[config.mk]
export PLATFORM = sky130hd
export DESIGN_NAME = seven_seg_scan_driver
export DESIGN_NICKNAME = d
export VERILOG_FILES = /design/src/rtl/seven_seg_scan_driver.sv
export SDC_FILE = /design/constraint.sdc
export NUM_CORES = 1
export LEC_CHECK = 0
export CORE_MARGIN = 5
export CORE_UTILIZATION = 48
export CTS_CLUSTER_DIAMETER = 30
export DETAILED_ROUTE_END_ITERATION = 8
export PLACE_DENSITY = 0.82
export SYNTH_ARGS = -nofsm -noshare
export SYNTH_HDL_FRONTEND = slang
export SYNTH_SLANG_ARGS = --single-unit
[constraint.sdc]
create_clock -name clk -period 2 [get_ports clk]
set_input_delay 0.3 -clock clk [delete_from_list [all_inputs] [get_ports clk]]
set_output_delay 0.3 -clock clk [all_outputs]
set_load 0.02 [all_outputs]
[src/rtl/seven_seg_scan_driver.sv]
// Multiplexed seven-segment display driver.
// Holds a shadow copy of the digit data and scans one digit at a time.
// Each digit is held for SCAN_DIV clocks.
// Supports BCD or hex decoding, per-digit decimal points and
// leading-zero suppression.
// The display and digit-select outputs are registered.
module seven_seg_scan_driver #(
    parameter int NUM_DIGITS = 4,
    parameter int SCAN_DIV   = 1000
) (
    input  logic                    clk,
    input  logic                    rst_n,
    input  logic                    enable,
    input  logic                    load,
    input  logic [4*NUM_DIGITS-1:0] data,
    input  logic [NUM_DIGITS-1:0]   dp,
    input  logic                    hex_en,
    input  logic                    lz_blank,
    output logic [7:0]              display,
    output logic [NUM_DIGITS-1:0]   an
);

    localparam int IDX_W = (NUM_DIGITS > 1) ? $clog2(NUM_DIGITS) : 1;
    localparam int PRE_W = $clog2(SCAN_DIV);
    localparam logic [IDX_W-1:0] LAST_IDX = IDX_W'(NUM_DIGITS - 1);
    localparam logic [PRE_W-1:0] LAST_PRE = PRE_W'(SCAN_DIV - 1);

    logic [PRE_W-1:0]        r_prescaler;
    logic [IDX_W-1:0]        r_index;
    logic [4*NUM_DIGITS-1:0] r_shData;
    logic [NUM_DIGITS-1:0]   r_shDp;
    logic                    r_shHex;
    logic                    r_shLz;
    logic [7:0]              r_display;
    logic [NUM_DIGITS-1:0]   r_an;

    logic [3:0]              w_nibble;
    logic                    w_dpBit;
    logic                    w_higherZero;
    logic                    w_blank;
    logic [6:0]              w_segs;
    logic [NUM_DIGITS-1:0]   w_anNext;

    // Segment patterns: bit0 = a ... bit6 = g.
    // In BCD mode the codes 10..15 are shown blank.
    function automatic logic [6:0] decodeNibble(input logic [3:0] nib, input logic hexMode);
        logic [6:0] segs;
        case (nib)
            4'h0: segs = 7'h3F;
            4'h1: segs = 7'h06;
            4'h2: segs = 7'h5B;
            4'h3: segs = 7'h4F;
            4'h4: segs = 7'h66;
            4'h5: segs = 7'h6D;
            4'h6: segs = 7'h7D;
            4'h7: segs = 7'h07;
            4'h8: segs = 7'h7F;
            4'h9: segs = 7'h6F;
            4'hA: segs = hexMode ? 7'h77 : 7'h00;
            4'hB: segs = hexMode ? 7'h7C : 7'h00;
            4'hC: segs = hexMode ? 7'h39 : 7'h00;
            4'hD: segs = hexMode ? 7'h5E : 7'h00;
            4'hE: segs = hexMode ? 7'h79 : 7'h00;
            default: segs = hexMode ? 7'h71 : 7'h00;
        endcase
        return segs;
    endfunction

    // Capture new display contents; decoding only ever looks at these copies
    always_ff @(posedge clk or negedge rst_n) begin
        if (!rst_n) begin
            r_shData <= '0;
            r_shDp   <= '0;
            r_shHex  <= 1'b0;
            r_shLz   <= 1'b0;
        end else if (load) begin
            r_shData <= data;
            r_shDp   <= dp;
            r_shHex  <= hex_en;
            r_shLz   <= lz_blank;
        end
    end

    // The prescaler paces the scan; the digit index steps when the prescaler wraps,
    // and both freeze while scanning is disabled
    always_ff @(posedge clk or negedge rst_n) begin
        if (!rst_n) begin
            r_prescaler <= '0;
            r_index     <= '0;
        end else if (enable) begin
            if (r_prescaler == LAST_PRE) begin
                r_prescaler <= '0;
                r_index     <= (r_index == LAST_IDX) ? '0 : r_index + IDX_W'(1);
            end else begin
                r_prescaler <= r_prescaler + PRE_W'(1);
            end
        end
    end

    // Select the current digit's nibble and dp bit.
    // Also work out whether this digit and every digit above it are zero.
    always_comb begin
        w_nibble     = 4'h0;
        w_dpBit      = 1'b0;
        w_higherZero = 1'b1;
        w_anNext     = '0;
        for (int j = 0; j < NUM_DIGITS; j++) begin
            if (j == int'(r_index)) begin
                w_nibble    = r_shData[4*j +: 4];
                w_dpBit     = r_shDp[j];
                w_anNext[j] = 1'b1;
            end
            if (j >= int'(r_index) && r_shData[4*j +: 4] != 4'h0) begin
                w_higherZero = 1'b0;
            end
        end
        w_blank = r_shLz && (r_index != '0) && w_higherZero;
        w_segs  = w_blank ? 7'h00 : decodeNibble(w_nibble, r_shHex);
    end

    // Register the lit digit and its segments.
    // Everything goes dark while disabled.
    always_ff @(posedge clk or negedge rst_n) begin
        if (!rst_n) begin
            r_display <= 8'h00;
            r_an      <= '0;
        end else if (enable) begin
            r_display <= {w_dpBit, w_segs};
            r_an      <= w_anNext;
        end else begin
            r_display <= 8'h00;
            r_an      <= '0;
        end
    end

    assign display = r_display;
    assign an      = r_an;

endmodule

==> impl_metrics.toml, run 1 <==
[timing]
rsz0062_at_grt = "yes"
timing.final.crit_share_pct = 100.7
max-slew-margin-rel_pct = 49.63
finClkSkew_ns = 0.004583
setup_tns_ns = -0.01369
tightest_slew_ns = 0.7555
setup_viol = 1
layout_setup_ws_ns = -0.01369
hold_viol = 0
maxSlewViolCount = 0
fmax_ghz = 0.4966
fin_crit_ns = 2.014

[critical_path]
crit_buf_inv = 2
path_cells = "buf_6 -> ha_4 -> nor2_4 -> buf_4 -> o211ai_1 -> o211ai_2 -> o22ai_1 -> a221oi_2 -> nor2_1"
worstPathMaxFanout = 8
critical_path_class = "reg2reg"
required_ns = 2.19
arrival_ns = 2.21
worst_setup_path_start_kind = "flop"
cp_slowest_stage_delay_ns = 0.47
slowest_stage = "dfrtp_2"
cp_top_family = "compound AO/OA/AOI/OAI gates"
worstSetupEndpointType = "flop"

[place]
io_buffers = 37
detailed_place_hpwl_mm = 3.683
gp_congestion = 0.8447
place_inst = 327

[floorplanning]
die-area_um2 = 6391
io_pins = 38
initial_core_util_pct = 49.72
rows = 25
die_h_um = 79.95
core_um2 = 4723
die_width_um = 79.95

[synthesis]
synth_nets = 242
netlist_area_um2 = 2349
synth-simple-area-share_pct = 17.10
synth-async-reset-ratio_pct = 100.0
yosysSeqAreaShare_pct = 49.01
postSynthCellCount = 210
yosysWarningCount = 0
synth_top_family_by_area = "simple AND/OR/NAND/NOR gates"
synth_cell_types = 52
ys_dominant_reg_cell = "dfrtp_1"
synth_xor_xnor_area_share_pct = 1.865
avgSynthCellArea_um2 = 11.18
synth_seq_cells = 46
synth_compound_area_share_pct = 14.60
synth_fa_ha_area_share_pct = 3.197
muxShareOfSynthArea_pct = 10.50
synth_edf_count = 0

[drt]
ant_nets = 0
drt_wl_total_mm = 5.596
drtIter0Drc = 107
vias = 1923
first_pass_iters = 4
wl_per_cell_um = 16.08
drc = 0
via_per_inst = 5.526

[global_route]
grt_max_degree = 35
antenna_found_initial = 0
grt_pass1_wl_mm = 8.797
grt.overflow.total = 0
grt_pass1_vias = 1902
grtUsageTotal_pct = 17.70

[min_path]
hp-class = "in2async"

[clock_network]
root_buffer = "clkbuf_8"
cts_buffer_depth = 2
cts_buffers = 5
clk_latency_ns = 0.30
cts.sinks = 46
clkTransAtPathRegs_ns = 0.08
cts_tree = "built"
htreeDepth = 2

[final_layout]
final_common_cell = "dfrtp_1"
diodes = 0
nets = 312
area_growth_pct = 38.15
instances_no_fill = 348
layout-drive-gt1-share_pct = 35.59
mostFrequentLayoutCells = "44 x dfrtp_1, 36 x clkdlybuf4s50_1, 33 x buf_4, 21 x mux2_2, 19 x nand2_1"

[run_status]
violations = "setup timing"
outcome = "complete, but fails checks"

[run]
max_cap_viol_count = 0

[pwr]
power.density_nw_per_um2 = 747.3
p_total_mw = 2.424
power.leakage_nw = 1.356
peakVddDrop_uv = 386.4
[final timing paths]
check / cells past startpoint / slack (ns) / endpoint / from
max in group asynchronous: 2 / 1.35 / an[2]$_DFF_PN0_ / rst_n
max: 9 / -0.01 / display[2]$_DFF_PN0_ / r_index[1]$_DFFE_PN0P_
min reg2reg: 1 / 0.52 / r_shDp[0]$_DFFE_PN0P_ / r_shDp[0]$_DFFE_PN0P_
max reg2reg: 9 / -0.01 / display[2]$_DFF_PN0_ / r_index[1]$_DFFE_PN0P_
min: 1 / 0.06 / display[5]$_DFF_PN0_ / rst_n
min in group clk: 1 / 0.52 / r_shDp[0]$_DFFE_PN0P_ / r_shDp[0]$_DFFE_PN0P_
[cells by family (layout without fill, tap and decap cells)]
group / count (synthesis) / in the layout
simple gates: 71 / 71
flops: 46 / 46
xor+xnor: 5 / 5
mux: 22 / 22
buf+inv: 15 / 86
compound gates: 45 / 45
fa+ha+maj: 6 / 6
[metrics by stage]
stage / setup slack (ns) / area, µm² / utilization (%) / hold WS, ns
after CTS: -0.01723 / 3078 / 65.17 / 0.08389
final: -0.01369 / 3244 / 68.69 / 0.05879
after floorplan: 0.04560 / 2349 / - / 0.004409
after global routing: -0.09617 / 3244 / 68.69 / 0.1282
after global placement: -0.08267 / 2898 / 61.35 / 0.4018
after detailed placement: -0.1552 / 2898 / 61.35 / 0.4168
[routing by layer]
metal	vias to the layer above	share of wire, %	track usage (%)
met5	-	0	0
met4	0	2.5	7.264
met3	11	5.9	4.289
met2	76	50	28.73
met1	936	42	22.50
li1	900	-	-
[layout make-up]
type	count	area [µm²]
fill	326	1479
timing repair buffer	72	635.6
multi-input combinational	149	1252
tap	67	83.83
inverter	6	27.53
sequential	46	1154
clock buffer	7	86.33
clock inverter	1	5.005
[power breakdown]
group          internal, mW  leakage [nW]  switching, mW
Sequential             1.05         0.565          0.125
Combinational         0.354         0.743          0.310
Clock                 0.279        0.0482          0.309
[sequential cells by signal, indices dropped and copies added (netlist names)]
register / cells
r_shData: 16
r_prescaler: 10
display: 8
an: 4
r_shDp: 4
r_index: 2
r_shHex: 1
r_shLz: 1
[synthesized netlist by cell type (2+ instances only)]
master / number / area (µm²)
o211ai_2: 2 / 25.02
and2_1: 3 / 18.77
or3_1: 4 / 25.02
nor4_1: 2 / 12.51
nor3_1: 4 / 20.02
nor2b_1: 2 / 12.51
nand4b_1: 2 / 17.52
nand3b_1: 2 / 15.01
nor2_1: 11 / 41.29
nand3_1: 3 / 15.01
buf_4: 2 / 15.01
o211ai_1: 4 / 30.03
o22ai_1: 3 / 18.77
ha_1: 6 / 75.07
a211oi_1: 2 / 15.01
buf_6: 3 / 33.78
nand4_1: 5 / 31.28
inv_1: 6 / 22.52
nand2_1: 20 / 75.07
xor2_1: 2 / 17.52
a21oi_1: 11 / 55.05
xnor2_1: 3 / 26.28
nand2b_1: 2 / 12.51
o21ai_0: 11 / 55.05
dfrtp_1: 46 / 1151
mux2_2: 21 / 236.5
clkbuf_1: 3 / 11.26
[what timing repair did]
action                                  4_1_cts  5_1_grt
hold buffers                                  0        0
resized for setup                            13       25
endpoints found under the setup margin        7        7
buffers inserted                              5        9
pin swaps                                     3       20
Note: power is estimated with default switching activity, not from simulation.
==> run 2: changes to the inputs <==
CORE_UTILIZATION = 55   (was 48)
DONT_BUFFER_PORTS = 1   (was unset)
PLACE_DENSITY = 0.79   (was 0.82)
==> run 2 against run 1 <==
Effect of this change: the run still ends with setup timing left; first-iteration DRC count increased by 3.7%; clock power increased by 15%; power decreased by 1.4%; core utilization increased by 2.0 points; via count decreased by 12%; hold slack improved by 0.027 ns; maximum frequency decreased by 1.5%; critical path type unchanged; largest cell class unchanged; largest power group unchanged.
==> impl_metrics.toml, run 2 (same netlist as run 1, synthesis figures left out) <==
[run_status]
outcome = "complete, but fails checks"
violations = "setup timing"

[drt]
vias = 1698
via_per_inst = 5.835
wl_per_cell_um = 17.23
drt_wl_total_mm = 5.014
first_pass_iters = 4
drtIter0Drc = 111
ant_nets = 0
drc = 0

[clock_network]
clk_latency_ns = 0.29
cts.sinks = 46
root_buffer = "clkbuf_8"
clkTransAtPathRegs_ns = 0.08
cts_buffers = 5
cts_buffer_depth = 2
htreeDepth = 2
cts_tree = "built"

[floorplanning]
die_h_um = 75.35
core_um2 = 4058
die-area_um2 = 5677
die_width_um = 75.35
initial_core_util_pct = 57.88
rows = 23
io_pins = 38

[pwr]
power.density_nw_per_um2 = 833.0
p_total_mw = 2.390
peakVddDrop_uv = 583.9
power.leakage_nw = 1.217

[place]
io_buffers = 0
gp_congestion = 0.8116
dpl-instance-area_um2 = 2519
preCtsSetupSlack_ns = -0.09234
detailed_place_hpwl_mm = 3.422
place_inst = 274

[final_layout]
finish.utilization_pct = 70.71
instances_no_fill = 291
mostFrequentLayoutCells = "44 x dfrtp_1, 27 x buf_4, 21 x mux2_2, 20 x nand2_1"
top_register = "r_shData"
nets = 272
final_common_cell = "dfrtp_1"
fin_area_um2 = 2869
diodes = 0
area_growth_pct = 22.16
layout-drive-gt1-share_pct = 36.93
largest_reg_flops = 16

[critical_path]
critical_path_class = "reg2reg"
worst_setup_path_start_kind = "flop"
arrival_ns = 2.22
slowest_stage = "dfrtp_2"
required_ns = 2.17
path_cells = "ha_4 -> buf_6 -> nor2_4 -> o211ai_1 -> buf_4 -> o211ai_4 -> nand2_1 -> a222oi_1 -> nor2_1"
worstSetupEndpointType = "flop"
worstPathMaxFanout = 8
cp_slowest_stage_delay_ns = 0.48

[timing]
setup_viol = 2
rsz0062_at_grt = "yes"
hold_viol = 0
setup_tns_ns = -0.07222
fmax_ghz = 0.4891
fin_crit_ns = 2.045
timing.final.crit_share_pct = 102.2
tightest_slew_ns = 0.3459
maxSlewViolCount = 0
fin_hold_ws_ns = 0.08568
max-slew-margin-rel_pct = 76.76
finClkSkew_ns = 0.004559
layout_setup_ws_ns = -0.04458

[min_path]
hp-class = "in2reg"

[global_route]
grt_max_degree = 47
grtUsageTotal_pct = 19.41
grt_pass1_vias = 1753
grt_pass1_wl_mm = 8.204
antenna_found_initial = 0
grt.overflow.total = 0

[run]
max_cap_viol_count = 0
[run 2: changes by cell type in the layout (fill, tap and decap cells not counted), sizes merged]
cell / previous run / this run
clkbuf: 7 / 6
dlygate4sd3: 0 / 1
buf: 36 / 31
clkinvlp: 0 / 1
bufinv: 0 / 1
clkinv: 1 / 0
clkdlybuf4s50: 36 / 0
[run 2: metal layers]
layer / part of all wire [%] / up-vias / wire length [µm] / track usage (%)
li1: - / 822 / - / -
met1: 43 / 823 / 2135 / 24.91
met2: 49 / 49 / 2473 / 30.49
met3: 7.2 / 4 / 361 / 6.992
met4: 0.88 / 0 / 44 / 6.796
met5: 0 / - / 0 / 0
[run 2: critical path, delay by kind of cell, from the launching register on]
| kind | cells | cell delay (ns) |
|---|---|---|
| AND/OR/NAND/NOR | 3 | 0.31 |
| buffers and inverters | 2 | 0.29 |
| AO/OA/AOI/OAI | 3 | 0.63 |
| flip-flops | 1 | 0.48 |
| adder cells (fa/ha/maj) | 1 | 0.20 |
[run 2: where the power goes]
group          internal, mW  switching [mW]
sequential             1.05           0.153
combinational         0.273           0.238
clock                 0.373           0.305
total                  1.69           0.696
[run 2: area by class of cell]
class	count	area [µm²]
clock buffer	6	72.57
clock inverter	2	37.54
fill	272	1189
inverter	6	27.53
multi-input combinational	149	1241
sequential	46	1154
tap	50	62.56
timing repair buffer	32	274.0
[run 2: timing repair]
action                                  4_1_cts  5_1_grt
setup buffers                                 3        5
endpoints found under the setup margin        7        7
hold endpoints to repair                     46        0
resized for setup                            16       17
pin swaps                                     3       18
hold buffers                                  2        0
[run 2: final timing paths]
| path | slack [ns] | cells past startpoint | from | endpoint |
|---|---|---|---|---|
| worst max-delay path | -0.04 | 9 | r_index[0]$_DFFE_PN0P_ | display[0]$_DFF_PN0_ |
| worst min-delay path | 0.09 | 1 | enable | r_prescaler[0]$_DFFE_PN0P_ |
| worst max register to register | -0.04 | 9 | r_index[0]$_DFFE_PN0P_ | display[0]$_DFF_PN0_ |
| worst min register to register | 0.52 | 1 | r_shData[3]$_DFFE_PN0P_ | r_shData[3]$_DFFE_PN0P_ |
| max in group asynchronous | 1.28 | 2 | rst_n | r_index[0]$_DFFE_PN0P_ |
| min in group asynchronous | 0.50 | 2 | rst_n | display[3]$_DFF_PN0_ |
==> run 3: changes to the inputs <==
CAP_MARGIN = 20   (was unset)
GPL_TIMING_DRIVEN = 0   (was unset)
==> run 3 against run 2 <==
Effect of this change: the run still ends with setup timing left; hold slack improved by 0.052 ns; clock power down 24%; routed wire length decreased by 1.8%; flip-flop and latch count unchanged; die area is the same; clock-buffer cell count grew 1.
==> impl_metrics.toml, run 3 (same netlist as run 1, synthesis figures left out) <==
[clock_network]
cts_buffer_depth = 2
cts.sinks = 46
htreeDepth = 2
clk_latency_ns = 0.29
clkTransAtPathRegs_ns = 0.07
root_buffer = "clkbuf_8"
cts_tree = "built"
cts_buffers = 5

[timing]
setup_tns_ns = -0.5179
rsz0062_at_grt = "yes"
fin_crit_ns = 2.122
finClkSkew_ns = 0.002474
fmax_ghz = 0.4712
maxSlewViolCount = 0
max-slew-margin-rel_pct = 61.48
layout_setup_ws_ns = -0.1224
hold_viol = 0
timing.final.crit_share_pct = 106.1
setup_viol = 5
tightest_slew_ns = 0.5739

[min_path]
hp-class = "in2reg"
hold_end = "r_shData[12]$_DFFE_PN0P_"
whs_path_depth = 2
hold_start = "data[12]"

[floorplanning]
rows = 23
die-area_um2 = 5677
initial_core_util_pct = 57.88
core_um2 = 4058
io_pins = 38
die_width_um = 75.35
die_h_um = 75.35

[run_status]
outcome = "complete, but fails checks"
violations = "setup timing"

[final_layout]
nets = 270
final_common_cell = "dfrtp_1"
mostFrequentLayoutCells = "45 x dfrtp_1, 21 x mux2_2, 20 x nand2_1, 19 x buf_4"
instances_no_fill = 288
layout-drive-gt1-share_pct = 32.35
area_growth_pct = 18.59
top_register = "r_shData"
nFillCells = 278
largest_reg_flops = 16
finish.utilization_pct = 68.64
diodes = 0
fin_area_um2 = 2785

[critical_path]
required_ns = 2.15
critical_path_class = "reg2reg"
arrival_ns = 2.27
worstReg2RegEnd = "display[0]$_DFF_PN0_"
rr_worst_depth = 9
worst_setup_path_start_kind = "flop"
worstPathMaxFanout = 10
crit_start = "r_index[0]$_DFFE_PN0P_"
rrSetupSlack_ns = -0.12
regToRegStartpoint = "r_index[0]$_DFFE_PN0P_"
worstSetupEndpointType = "flop"

[drt]
vias = 1740
ant_nets = 0
wl_per_cell_um = 17.10
drt_wl_total_mm = 4.926
first_pass_iters = 4
drtIter0Drc = 92
drc = 0
via_per_inst = 6.042

[global_route]
grt_pass1_wl_mm = 8.231
grt_pass1_vias = 1734
grtUsageTotal_pct = 19.25
antenna_found_initial = 0
grt.overflow.total = 0
grt_max_degree = 47

[pwr]
p_total_mw = 2.218
power.leakage_nw = 1.170
peakVddDrop_uv = 559.2
power.density_nw_per_um2 = 796.4

[place]
detailed_place_hpwl_mm = 3.309
place_inst = 260
dpl-instance-area_um2 = 2411
io_buffers = 0
gp_congestion = 0.7409

[run]
max_cap_viol_count = 0
==> run 3: area by class of cell <==
| type | count | area (µm²) | area share (%) |
|---|---|---|---|
| Timing Repair Buffer | 21 | 201.4 | 7.233 |
| Buffer | 9 | 75.07 | 2.695 |
| Sequential cell | 46 | 1152 | 41.37 |
| Tap cell | 50 | 62.56 | 2.246 |
| Multi-Input combinational cell | 149 | 1192 | 42.81 |
| Clock buffer | 7 | 76.32 | 2.740 |
| Inverter | 6 | 25.02 | 0.8985 |
==> run 3: worst max-delay path, stage by stage (launching register included) <==
cell	delay, ns
dfrtp_2	0.47
ha_2	0.20
buf_6	0.15
nor2_4	0.12
buf_4	0.12
o211ai_1	0.14
o211ai_2	0.21
nand2_1	0.10
a222oi_1	0.35
nor2_1	0.11
==> run 3: power by group <==
part / switching, mW / internal (mW) / total (mW)
clock network: 0.275 / 0.241 / 0.516
logic: 0.247 / 0.262 / 0.509
registers: 0.145 / 1.05 / 1.19
total: 0.667 / 1.55 / 2.22
==> run 3: what timing repair did <==
item	in CTS	in global routing
hold endpoints to repair	46	0
setup endpoints to repair	8	7
resized for setup	14	10
buffers inserted	13	5
hold buffers	2	0
gates cloned	0	1
pin swaps	11	13
==> run 3: worst max-delay path by stage <==
| stage | to | cells past startpoint |
|---|---|---|
| floorplan | display[3]$_DFF_PN0_ | 9 |
| global placement | display[0]$_DFF_PN0_ | 9 |
| detailed placement | display[3]$_DFF_PN0_ | 9 |
| CTS | display[0]$_DFF_PN0_ | 9 |
| global route | display[2]$_DFF_PN0_ | 10 |
| finish | display[0]$_DFF_PN0_ | 9 |
==> run 3: metrics by stage <==
stage	setup WS, ns	hold slack [ns]
after global routing	-0.1809	0.1434
after floorplan	0.04560	0.004409
after CTS	-0.003073	0.1236
final	-0.1224	0.1373
after global placement	-0.1925	0.005829
after detailed placement	-0.2496	0.005564
==> run 3: routing by layer <==
metal / track usage, % / vias to the layer above / part of all wire, %
met1: 24.12 / 851 / 42
li1: - / 818 / -
met4: 6.796 / 0 / 2.1
met5: 0 / - / 0
met3: 7.124 / 13 / 7.2
met2: 30.78 / 58 / 48
